### config.mk
export PLATFORM = sky130hd
export DESIGN_NAME = gcd_engine_flat
export DESIGN_NICKNAME = d
export VERILOG_FILES = /design/src/rtl/gcd_pkg.sv /design/src/rtl/gcd_engine_if.sv /design/src/rtl/gcd_fsm.sv /design/src/rtl/gcd_engine.sv /design/src/flat_wrapper.sv
export SDC_FILE = /design/constraint.sdc
export NUM_CORES = 1
export LEC_CHECK = 0
export ABC_AREA = 1
export ABC_CLOCK_PERIOD_IN_PS = 3900
export BUFFER_PORTS_ARGS = -buffer_cell sky130_fd_sc_hd__buf_2
export CAP_MARGIN = 20
export CORE_UTILIZATION = 35
export CTS_CLUSTER_SIZE = 10
export DETAILED_ROUTE_END_ITERATION = 10
export PLACE_DENSITY = 0.51
export SETUP_SLACK_MARGIN = 0.2
export SYNTH_ARGS = -nofsm -noshare
export SYNTH_HDL_FRONTEND = slang
export SYNTH_SLANG_ARGS = --single-unit
export TNS_END_PERCENT = 30
### constraint.sdc
create_clock -name clk -period 3.9 [get_ports clk]
set_input_delay 0.195 -clock clk [delete_from_list [all_inputs] [get_ports clk]]
set_output_delay 0.195 -clock clk [all_outputs]
set_load 0.02 [all_outputs]
### src/rtl/gcd_pkg.sv
// Shared definitions for the subtractive-Euclid GCD engine.
//   GcdWidth    : default operand/result width
//   gcd_state_e : engine FSM states
package gcd_pkg;

  localparam int unsigned GcdWidth = 32;

  typedef enum logic [1:0] {
    StIdle,
    StRun,
    StDone
  } gcd_state_e;

endpackage

### src/rtl/gcd_engine_if.sv
// Start/ready/done handshake between the ISE top level and gcd_engine.
//   master : requester side (drives start, a_in, b_in)
//   slave  : engine side (drives ready, done, result and, optionally, iters)
// Optional feature macro: GCD_ITER_COUNT_EN adds the iters signal.
interface gcd_engine_if
  import gcd_pkg::*;
#(
  parameter int unsigned WIDTH = GcdWidth
);

  logic             start;
  logic [WIDTH-1:0] a_in;
  logic [WIDTH-1:0] b_in;
  logic             ready;
  logic             done;
  logic [WIDTH-1:0] result;

`ifdef GCD_ITER_COUNT_EN
  logic [WIDTH-1:0] iters;

  modport master (
    output start, a_in, b_in,
    input  ready, done, result, iters
  );

  modport slave (
    input  start, a_in, b_in,
    output ready, done, result, iters
  );
`else
  modport master (
    output start, a_in, b_in,
    input  ready, done, result
  );

  modport slave (
    input  start, a_in, b_in,
    output ready, done, result
  );
`endif

endinterface

### src/rtl/gcd_fsm.sv
// Control FSM for gcd_engine: IDLE -> RUN (one compare/subtract per clock) -> DONE.
//   clk, reset  : clock, synchronous active-high reset
//   start       : request, honoured only in IDLE
//   a_zero, b_zero, a_eq_b, a_gt_b : operand comparison flags
//   ready, done : handshake outputs (IDLE / DONE cycle)
//   load_ops    : capture a_in/b_in into the operand registers
//   sub_a/sub_b : A <= A-B / B <= B-A
//   load_res    : capture result; res_sel_b picks B instead of A
module gcd_fsm
  import gcd_pkg::*;
(
  input  logic clk,
  input  logic reset,
  input  logic start,
  input  logic a_zero,
  input  logic b_zero,
  input  logic a_eq_b,
  input  logic a_gt_b,
  output logic ready,
  output logic done,
  output logic load_ops,
  output logic sub_a,
  output logic sub_b,
  output logic load_res,
  output logic res_sel_b
);

  gcd_state_e state_q, state_d;

  always_ff @(posedge clk) begin
    if (reset) begin
      state_q <= StIdle;
    end else begin
      state_q <= state_d;
    end
  end

  always_comb begin
    state_d   = state_q;
    ready     = 1'b0;
    done      = 1'b0;
    load_ops  = 1'b0;
    sub_a     = 1'b0;
    sub_b     = 1'b0;
    load_res  = 1'b0;
    res_sel_b = 1'b0;
    unique case (state_q)
      StIdle: begin
        ready = 1'b1;
        if (start) begin
          load_ops = 1'b1;
          state_d  = StRun;
        end
      end
      StRun: begin
        // Terminal checks take priority over subtraction so a zero operand never loops.
        if (a_zero) begin
          load_res  = 1'b1;
          res_sel_b = 1'b1;
          state_d   = StDone;
        end else if (b_zero || a_eq_b) begin
          load_res = 1'b1;
          state_d  = StDone;
        end else if (a_gt_b) begin
          sub_a = 1'b1;
        end else begin
          sub_b = 1'b1;
        end
      end
      StDone: begin
        done    = 1'b1;
        state_d = StIdle;
      end
      default: begin
        state_d = StIdle;
      end
    endcase
  end

endmodule

### src/rtl/gcd_engine.sv
// Iterative subtractive-Euclid GCD engine with operand/result registers.
//   clk, reset : clock, synchronous active-high reset
//   bus        : gcd_engine_if slave (start, a_in, b_in -> ready, done, result[, iters])
// Optional feature macro: GCD_ITER_COUNT_EN adds a saturating subtraction counter
// whose value at completion is presented on bus.iters.
module gcd_engine
  import gcd_pkg::*;
#(
  parameter int unsigned WIDTH = GcdWidth
) (
  input logic         clk,
  input logic         reset,
  gcd_engine_if.slave bus
);

  logic [WIDTH-1:0] a_q, a_d;
  logic [WIDTH-1:0] b_q, b_d;
  logic [WIDTH-1:0] res_q, res_d;

  logic a_zero, b_zero, a_eq_b, a_gt_b;
  logic ready, done, load_ops, sub_a, sub_b, load_res, res_sel_b;

  assign a_zero = (a_q == '0);
  assign b_zero = (b_q == '0);
  assign a_eq_b = (a_q == b_q);
  assign a_gt_b = (a_q > b_q);

  gcd_fsm u_fsm (
    .clk       (clk),
    .reset     (reset),
    .start     (bus.start),
    .a_zero    (a_zero),
    .b_zero    (b_zero),
    .a_eq_b    (a_eq_b),
    .a_gt_b    (a_gt_b),
    .ready     (ready),
    .done      (done),
    .load_ops  (load_ops),
    .sub_a     (sub_a),
    .sub_b     (sub_b),
    .load_res  (load_res),
    .res_sel_b (res_sel_b)
  );

  // Subtraction is always larger minus smaller, guaranteed by the FSM's flag decode.
  always_comb begin
    a_d   = a_q;
    b_d   = b_q;
    res_d = res_q;
    if (load_ops) begin
      a_d = bus.a_in;
      b_d = bus.b_in;
    end else if (sub_a) begin
      a_d = a_q - b_q;
    end else if (sub_b) begin
      b_d = b_q - a_q;
    end
    if (load_res) begin
      res_d = res_sel_b ? b_q : a_q;
    end
  end

  always_ff @(posedge clk) begin
    if (reset) begin
      a_q   <= '0;
      b_q   <= '0;
      res_q <= '0;
    end else begin
      a_q   <= a_d;
      b_q   <= b_d;
      res_q <= res_d;
    end
  end

  assign bus.ready  = ready;
  assign bus.done   = done;
  assign bus.result = res_q;

`ifdef GCD_ITER_COUNT_EN
  logic [WIDTH-1:0] cnt_q, cnt_d;
  logic [WIDTH-1:0] iters_q, iters_d;

  always_comb begin
    cnt_d   = cnt_q;
    iters_d = iters_q;
    if (load_ops) begin
      cnt_d = '0;
    end else if ((sub_a || sub_b) && (cnt_q != '1)) begin
      cnt_d = cnt_q + 1'b1;
    end
    if (load_res) begin
      iters_d = cnt_q;
    end
  end

  always_ff @(posedge clk) begin
    if (reset) begin
      cnt_q   <= '0;
      iters_q <= '0;
    end else begin
      cnt_q   <= cnt_d;
      iters_q <= iters_d;
    end
  end

  assign bus.iters = iters_q;
`endif

endmodule
### src/flat_wrapper.sv
// flat-port wrapper written by rule: the top's interface ports become plain ports
module gcd_engine_flat import gcd_pkg::*;
#(
  parameter int unsigned WIDTH = GcdWidth
)
  (clk, reset, bus_start, bus_a_in, bus_b_in, bus_ready, bus_done, bus_result);
  gcd_engine_if #(.WIDTH(WIDTH)) bus_i ();
  input logic clk;
  input logic reset;
  input wire logic [$bits(bus_i.start)-1:0] bus_start;
  input wire logic [$bits(bus_i.a_in)-1:0] bus_a_in;
  input wire logic [$bits(bus_i.b_in)-1:0] bus_b_in;
  output wire logic [$bits(bus_i.ready)-1:0] bus_ready;
  output wire logic [$bits(bus_i.done)-1:0] bus_done;
  output wire logic [$bits(bus_i.result)-1:0] bus_result;
  assign bus_i.start = bus_start;
  assign bus_i.a_in = bus_a_in;
  assign bus_i.b_in = bus_b_in;
  assign bus_ready = bus_i.ready;
  assign bus_done = bus_i.done;
  assign bus_result = bus_i.result;
  gcd_engine #(.WIDTH(WIDTH)) u_core (.clk(clk), .reset(reset), .bus(bus_i));
endmodule
==> results.cfg, run 1 <==
[detailed_routing]
firstDrtPassIters = 10
vias_per_cell = 4.78
dr_total_vias = 10047
wl_per_cell_um = 16.2
wl_mm = 34.1
drt_iter0_drc = 768
detail-route-antenna-nets = 0
drc = 8

[sta]
hold_violations = 0
maxSlewHeadroom_pct = 47.9
maxSlewViolCount = 0
rsz0062_at_grt = false
min_period_over_period_pct = 77.7
clock-skew-final_ns = 0.0107
max_freq_mhz = 330
tightest_slew_ns = 0.781
setup_viol_count_final = 0
final.min_clock_period_ns = 3.03
finalSetupTns_ns = 0

[worst_setup_path]
critical_path_peak_fanout = 33
critPathKind = flop to flop
arrival_ns = 3.28
crit_path_end_kind = flop
cp.required_ns = 4.15
startpoint_type = flop

[clock_tree]
cts_root_buf = clkbuf_16
ctsResizeCount = 0
cts_buffers = 9
clk_pin_slew_worst_paths_ns = 0.08
clock_path_buffers = 2
clk_latency_ns = 0.36
cts_tree = done
htreeDepth = 3
postCtsSetupBuffers = 0
cts-hold-fix-buffers = 0
numClockSinks = 98

[yosys]
syn_avg_cell_area_sq_um = 5.57
synth_top_cell_by_area = nand2_1
synth-async-reset-ratio_pct = 0
ys_top_cells_by_area = nand2_1 24%, dfxtp_1 21%, inv_1 12%
synth_cells = 1695
synthTopCellsByCount = 612 x nand2_1, 294 x inv_1, 205 x nor2_1, 98 x dfxtp_1, 96 x nand3_1
synth_top_area_share_pct = 24.4
yosysWarnings = 0
ys.flop_type = dfxtp_1
synth-seq-cells = 98
netlist_area_sq_mm = 0.00943
synth_edf_count = 0
synth_nets = 1827
ys_types = 39
synth_most_common_cell = nand2_1
ys_seq_area_share_pct = 20.8

[finish]
diodes = 0
area_delta_synth_final_pct = 10.5
fin_nets = 1894
register_area_sq_mm = 0.00196
multi_input_area_sq_mm = 0.00604
drive_above_1_share_pct = 10.3
fillers = 3050

[worst_hold_path]
hold_path.class = primary input to flop

[place]
dp.final_hpwl_mm = 27.1
gp_congestion = 0.973
port-buffer-count = 100

[die]
core_sq_mm = 0.0263
start_util_pct = 35.9
pin_count = 101
dieArea_sq_mm = 0.0276
die_w_um = 166
die_y_um = 166
rows = 59

[global_route]
overflow = 0
antenna_found_initial = 0
grt_pass1_wl_mm = 53.1
grt_pass1_vias = 9405
grtUsageTotal_pct = 24.9
grt_max_degree = 66

[run_status]
violations = DRC
outcome = finished, violations left

[run]
maxCapViolations = 0
[metal layers]
layer  vias to the layer above  global-route usage, %  part of all wire, %
li1                       5278                      -                    -
met2                       180                   40.5                   45
met3                        18                   2.31                  3.3
met5                         -                      0                    0
met1                      4571                   35.6                   51
met4                         0                   4.67                  1.0
[worst max-delay path, stage by stage (launching register included)]
cell	delay [ns]
dfxtp_1	0.35
inv_1	0.08
ha_1	0.21
fa_1	0.41
inv_1	0.10
nand2_1	0.05
nand2_1	0.12
nand2_1	0.07
nand2_1	0.14
nand2_1	0.10
nand2_1	0.12
nand2_1	0.08
nand2_2	0.11
nand3_2	0.09
nand2_4	0.38
inv_4	0.27
nor2_1	0.16
nor2_1	0.06
[layout by cell type (no fill, tap or decap), types with 6 or more instances in the layout]
| cell type | synthesis | final |
|---|---|---|
| o21ai_0 | 86 | 86 |
| nand3_1 | 96 | 96 |
| ha_1 | 63 | 63 |
| nand4_1 | 17 | 17 |
| nor3_1 | 8 | 8 |
| xor2_1 | 17 | 17 |
| dfxtp_1 | 98 | 98 |
| a21oi_2 | 10 | 10 |
| nor2_1 | 205 | 205 |
| nand3_2 | 12 | 12 |
| buf_2 | 11 | 100 |
| nand2_2 | 12 | 11 |
| nand2_1 | 612 | 612 |
| a21oi_1 | 61 | 61 |
| inv_1 | 294 | 293 |
| clkbuf_16 | 0 | 9 |
| inv_2 | 4 | 6 |
| nand2_4 | 5 | 6 |
| buf_4 | 9 | 10 |
[worst paths after layout]
kind | start | to | slack (ns) | cells after the start
hold reg to reg | u_core.bus.result[15] | u_core.bus.result[15] | 0.47 | 2
hold / removal | bus_a_in[27] | u_core.a_q[27] | 0.12 | 5
setup / recovery | u_core.a_q[0] | u_core.b_q[16] | 0.87 | 17
setup reg to reg | u_core.a_q[0] | u_core.b_q[16] | 0.87 | 17
[area by class of cell]
cell class | instances | area share [%]
Sequential cell | 98 | 18.8
Clock buffer | 12 | 2.37
Tap cell | 335 | 4.02
Multi-Input combinational cell | 1242 | 58.0
Inverter | 300 | 10.8
Clock inverter | 4 | 0.264
Timing Repair Buffer | 111 | 5.72
[through the flow]
step	util (%)	cells	area [sq um]	worst slack [ns]	hold slack, ns
2_1_floorplan	-	1695	9430	1.65	0.396
3_3_place_gp	38.5	2085	10100	0.945	0.458
3_5_place_dp	38.5	2085	10100	0.847	0.466
4_1_cts	39.6	2101	10400	0.831	0.114
5_1_grt	39.6	2102	10400	0.557	0.132
6_report	39.6	2102	10400	0.870	0.121
[flip-flops by register name (all words and copies together) (netlist names)]
register,count
u_core.bus.result,32
u_core.u_fsm.state_q,2
u_core.a_q,32
u_core.b_q,32
[cells by family (layout without fill, tap and decap cells)]
kind of cell / Yosys count / after routing / share of synthesized area [%]
and+or+nand+nor: 982 / 982 / 43.2
buffers and inverters: 355 / 427 / 15.2
AOI/OAI and AO/OA: 170 / 170 / 9.64
DFF: 98 / 98 / 20.8
adders and majority gates: 65 / 65 / 8.78
xor gates and xnor gates: 22 / 22 / 2.04
muxes: 3 / 3 / 0.318
Power of run 1 is not shown: default switching activity piles up to over one toggle a cycle in this logic, so the estimate is an artifact.
==> inputs of run 2 (changes only) <==
Settings changed: ABC_CLOCK_PERIOD_IN_PS 3900 to 2600, PLACE_DENSITY 0.51 to 0.53.
Clock period 3.9 ns to 2.6 ns, I/O delays scaled along.
==> results.cfg, run 2 (synthesis gave the netlist of run 1 again) <==
[run_status]
outcome = finished, violations left
violations = DRC

[detailed_routing]
vias_per_cell = 4.83
wl_per_cell_um = 16.8
firstDrtPassIters = 8
dr_total_vias = 10520
drt_iter0_drc = 685
detail-route-antenna-nets = 0
drc = 7
wl_mm = 36.6

[worst_setup_path]
critPathKind = flop to flop
path_buf_inv = 4
path_delay_family = simple AND/OR/NAND/NOR gates
max_stage_delay_ns = 0.37
cp_cell_sequence = buf_6 > ha_4 > fa_2 > inv_2 > nand2_1 > nand2_1 > nand2_1 > nand2_2 > nand2_2 > nand2_2 > nand2_2 > nand2_4 > nand3_4 > buf_12 > clkbuf_16 > nand3_2 > a21oi_2
crit_path_end_kind = flop
cp.required_ns = 2.84
critical_path_peak_fanout = 6
crit_slowest_cell = fa_2
cp_common_cell = nand2_2
arrival_ns = 2.61
startpoint_type = flop

[global_route]
antenna_found_initial = 0
overflow = 0
grt_max_degree = 92
grtUsageTotal_pct = 25.9
grt_pass1_vias = 9806
grt_pass1_wl_mm = 55.2

[sta]
min_period_over_period_pct = 91.2
tightest_slew_ns = 0.601
setup_viol_count_final = 0
maxSlewHeadroom_pct = 59.9
maxSlewViolCount = 0
worst_slack_ns = 0.229
max_freq_mhz = 422
clock-skew-final_ns = 0.0108
rsz0062_at_grt = true
final.min_clock_period_ns = 2.37
hold_violations = 0

[finish]
fin_cells = 2180
final_cell_mix = 592 x nand2_1, 286 x inv_1, 190 x nor2_1
fin_nets = 1974
drive_above_1_share_pct = 20.3
final_common_cell = nand2_1
area_delta_synth_final_pct = 25.7
diodes = 0

[place]
dp.final_hpwl_mm = 28.5
gp_congestion = 0.977
port-buffer-count = 100
post-place-ws_ns = -0.0177
dp_cells = 2145

[die]
die_y_um = 166
dieArea_sq_mm = 0.0276
rows = 59
pin_count = 101
core_sq_mm = 0.0263
start_util_pct = 35.9
die_w_um = 166

[run]
maxCapViolations = 0

[clock_tree]
clk_pin_slew_worst_paths_ns = 0.08
cts_root_buf = clkbuf_16
clk_latency_ns = 0.37
htreeDepth = 3
cts-hold-fix-buffers = 0
cts_tree = done
cts_buffers = 9
numClockSinks = 98
clock_path_buffers = 2

[worst_hold_path]
hold_path.class = primary input to flop
run 2: cell count changes in the layout (fill, tap and decap cells not counted), sizes merged:
cell	delta
clkbuf	-2
bufinv	+2
nand2	+1
clkinv	+1
buf	+78
clkinvlp	-2
run 2: final timing paths:
kind / cells past startpoint / to / start / slack, ns
min: 5 / u_core.a_q[25] / bus_a_in[25] / 0.05
min reg2reg: 2 / u_core.bus.result[16] / u_core.bus.result[16] / 0.48
max reg2reg: 17 / u_core.a_q[12] / u_core.b_q[0] / 0.23
max: 17 / u_core.a_q[12] / u_core.b_q[0] / 0.23
run 2: metrics by stage:
step	utilization (%)	hold slack, ns	cell area [sq um]	setup TNS (ns)
after floorplan	-	0.331	9430	0
after global placement	40.6	0.423	10700	-0.0525
after detailed placement	40.6	0.432	10700	-0.0177
after CTS	42.7	0.0489	11200	0
after global routing	45.1	0.0728	11900	0
final	45.1	0.0509	11900	0
run 2: worst register-to-register path, cell delays in order, from the launching register on:
cell,delay [ns]
dfxtp_2,0.33
buf_6,0.12
ha_4,0.15
fa_2,0.37
inv_2,0.07
nand2_1,0.05
nand2_1,0.08
nand2_1,0.07
nand2_2,0.08
nand2_2,0.07
nand2_2,0.08
nand2_2,0.06
nand2_4,0.09
nand3_4,0.13
buf_12,0.18
clkbuf_16,0.19
nand3_2,0.08
a21oi_2,0.06
run 2: timing repair:
| action | 4_1_cts | 5_1_grt |
|---|---|---|
| setup endpoints to repair | 64 | 93 |
| setup buffers | 9 | 8 |
| resized for setup | 31 | 123 |
| gates cloned | 3 | 1 |
| pin swaps | 6 | 36 |
run 2: area by class of cell:
type,instances,area (sq um)
inverter,300,1130
sequential,98,1990
multi-input combinational,1243,6650
tap,335,419
timing repair buffer,190,1360
clock buffer,9,225
clock inverter,5,81.3
fill,2959,14400
run 2: metal layers:
layer  vias up  track usage [%]  wire length, um
li1       5418                -                -
met1      4754             36.7            17700
met2       307             41.4            16200
met5         -                0                0
met4         0             7.68              774
met3        41             2.50             1940
Power of run 2 is left out for the same reason.
==> inputs of run 3 (changes only) <==
Settings changed: BUFFER_PORTS_ARGS -buffer_cell sky130_fd_sc_hd__buf_2 to -buffer_cell sky130_fd_sc_hd__clkbuf_2.
==> results.cfg, run 3 (synthesis gave the netlist of run 1 again) <==
[run_status]
outcome = finished, violations left
violations = DRC

[worst_setup_path]
critical_path_peak_fanout = 8
arrival_ns = 2.68
timing.rr.end = u_core.b_q[30]
crit_path_end_kind = flop
worst_r2r_path_depth = 18
rrSetupSlack_ns = 0.22
startpoint_type = flop
r2r_start = u_core.a_q[0]
crit_end = u_core.b_q[30]
cp.required_ns = 2.89
critPathKind = flop to flop
startpoint = u_core.a_q[0]

[sta]
max_freq_mhz = 419
final.min_clock_period_ns = 2.38
maxSlewHeadroom_pct = 59.4
tightest_slew_ns = 0.609
hold_violations = 0
rsz0062_at_grt = true
clock-skew-final_ns = 0.0150
maxSlewViolCount = 0
finalSetupTns_ns = 0
min_period_over_period_pct = 91.7
setup_viol_count_final = 0

[clock_tree]
clk_latency_ns = 0.36
clock_path_buffers = 2
clk_pin_slew_worst_paths_ns = 0.08
numClockSinks = 98
cts_buffers = 9
cts_tree = done
htreeDepth = 3
cts_root_buf = clkbuf_16

[detailed_routing]
wl_per_cell_um = 16.5
detail-route-antenna-nets = 0
dr_total_vias = 10387
drc = 7
wl_mm = 35.6
drt_iter0_drc = 846
firstDrtPassIters = 9
vias_per_cell = 4.80

[global_route]
antenna_found_initial = 0
grtUsageTotal_pct = 25.2
grt_pass1_vias = 9461
grt_pass1_wl_mm = 53.6
grt_max_degree = 66
overflow = 0

[die]
core_sq_mm = 0.0263
die_w_um = 166
pin_count = 101
die_y_um = 166
start_util_pct = 35.9
rows = 59
dieArea_sq_mm = 0.0276

[finish]
final_cell_mix = 588 x nand2_1, 289 x inv_1, 194 x nor2_1
final_common_cell = nand2_1
drive_above_1_share_pct = 19.4
area_delta_synth_final_pct = 23.8
fin_nets = 1957
diodes = 0

[run]
maxCapViolations = 0

[worst_hold_path]
hold_path.startpoint = bus_b_in[21]
hold_path.class = primary input to flop

[place]
port-buffer-count = 100
gp_congestion = 0.934
dp.final_hpwl_mm = 27.5
==> run 3: timing repair <==
item,4_1_cts,5_1_grt
gates cloned,1,4
pin swaps,2,25
gates resized for setup,18,125
hold buffers,0,0
endpoints found under the setup margin,64,93
setup buffers,1,12
==> run 3: metal layers <==
| metal | vias to the layer above | global-route usage [%] | share of wire, % |
|---|---|---|---|
| met5 | - | 0 | 0 |
| met4 | 0 | 5.12 | 1.3 |
| met3 | 22 | 2.84 | 5.2 |
| met2 | 256 | 40.1 | 44 |
| met1 | 4719 | 36.5 | 49 |
| li1 | 5390 | - | - |
==> run 3: how the worst min path moves through the flow <==
stage,endpoint,slack (ns),cells past startpoint
floorplan,u_core.b_q[12],0.33,2
global placement,u_core.a_q[27],0.43,5
detailed placement,u_core.b_q[12],0.44,3
CTS,u_core.a_q[25],0.06,5
global route,u_core.a_q[30],0.08,5
finish,u_core.b_q[21],0.07,5
==> run 3: critical path: stages, from the launching register on <==
cell and delay, ns:
dfxtp_2 0.35, inv_2 0.06, ha_4 0.16, fa_2 0.40
inv_2 0.07, nand2_1 0.05, nand2_1 0.08, nand2_1 0.07
nand2_2 0.09, nand2_2 0.06, nand2_2 0.08, nand2_2 0.07
nand2_4 0.09, nand3_4 0.10, nand2_8 0.11, buf_12 0.13
buf_16 0.16, nand2_1 0.06, a21oi_1 0.12
==> run 3: stage by stage <==
step	utilization [%]	setup slack [ns]	hold slack, ns	instances	instance area (sq um)
2_1_floorplan	-	0.348	0.331	1695	9430
3_3_place_gp	40.2	0.149	0.431	2131	10600
3_5_place_dp	40.2	0.0670	0.441	2131	10600
4_1_cts	41.7	0.133	0.0646	2149	11000
5_1_grt	44.4	0.0984	0.0814	2165	11700
6_report	44.4	0.216	0.0675	2165	11700
==> run 3: layout make-up <==
| type | count | area [sq um] |
|---|---|---|
| Clock inverter | 5 | 60.1 |
| Timing Repair Buffer | 174 | 1240 |
| Tap cell | 335 | 419 |
| Fill cell | 2964 | 14600 |
| Multi-Input combinational cell | 1242 | 6580 |
| Inverter | 300 | 1130 |
| Clock buffer | 11 | 253 |
| Sequential cell | 98 | 2000 |
Power of run 3 is left out for the same reason.
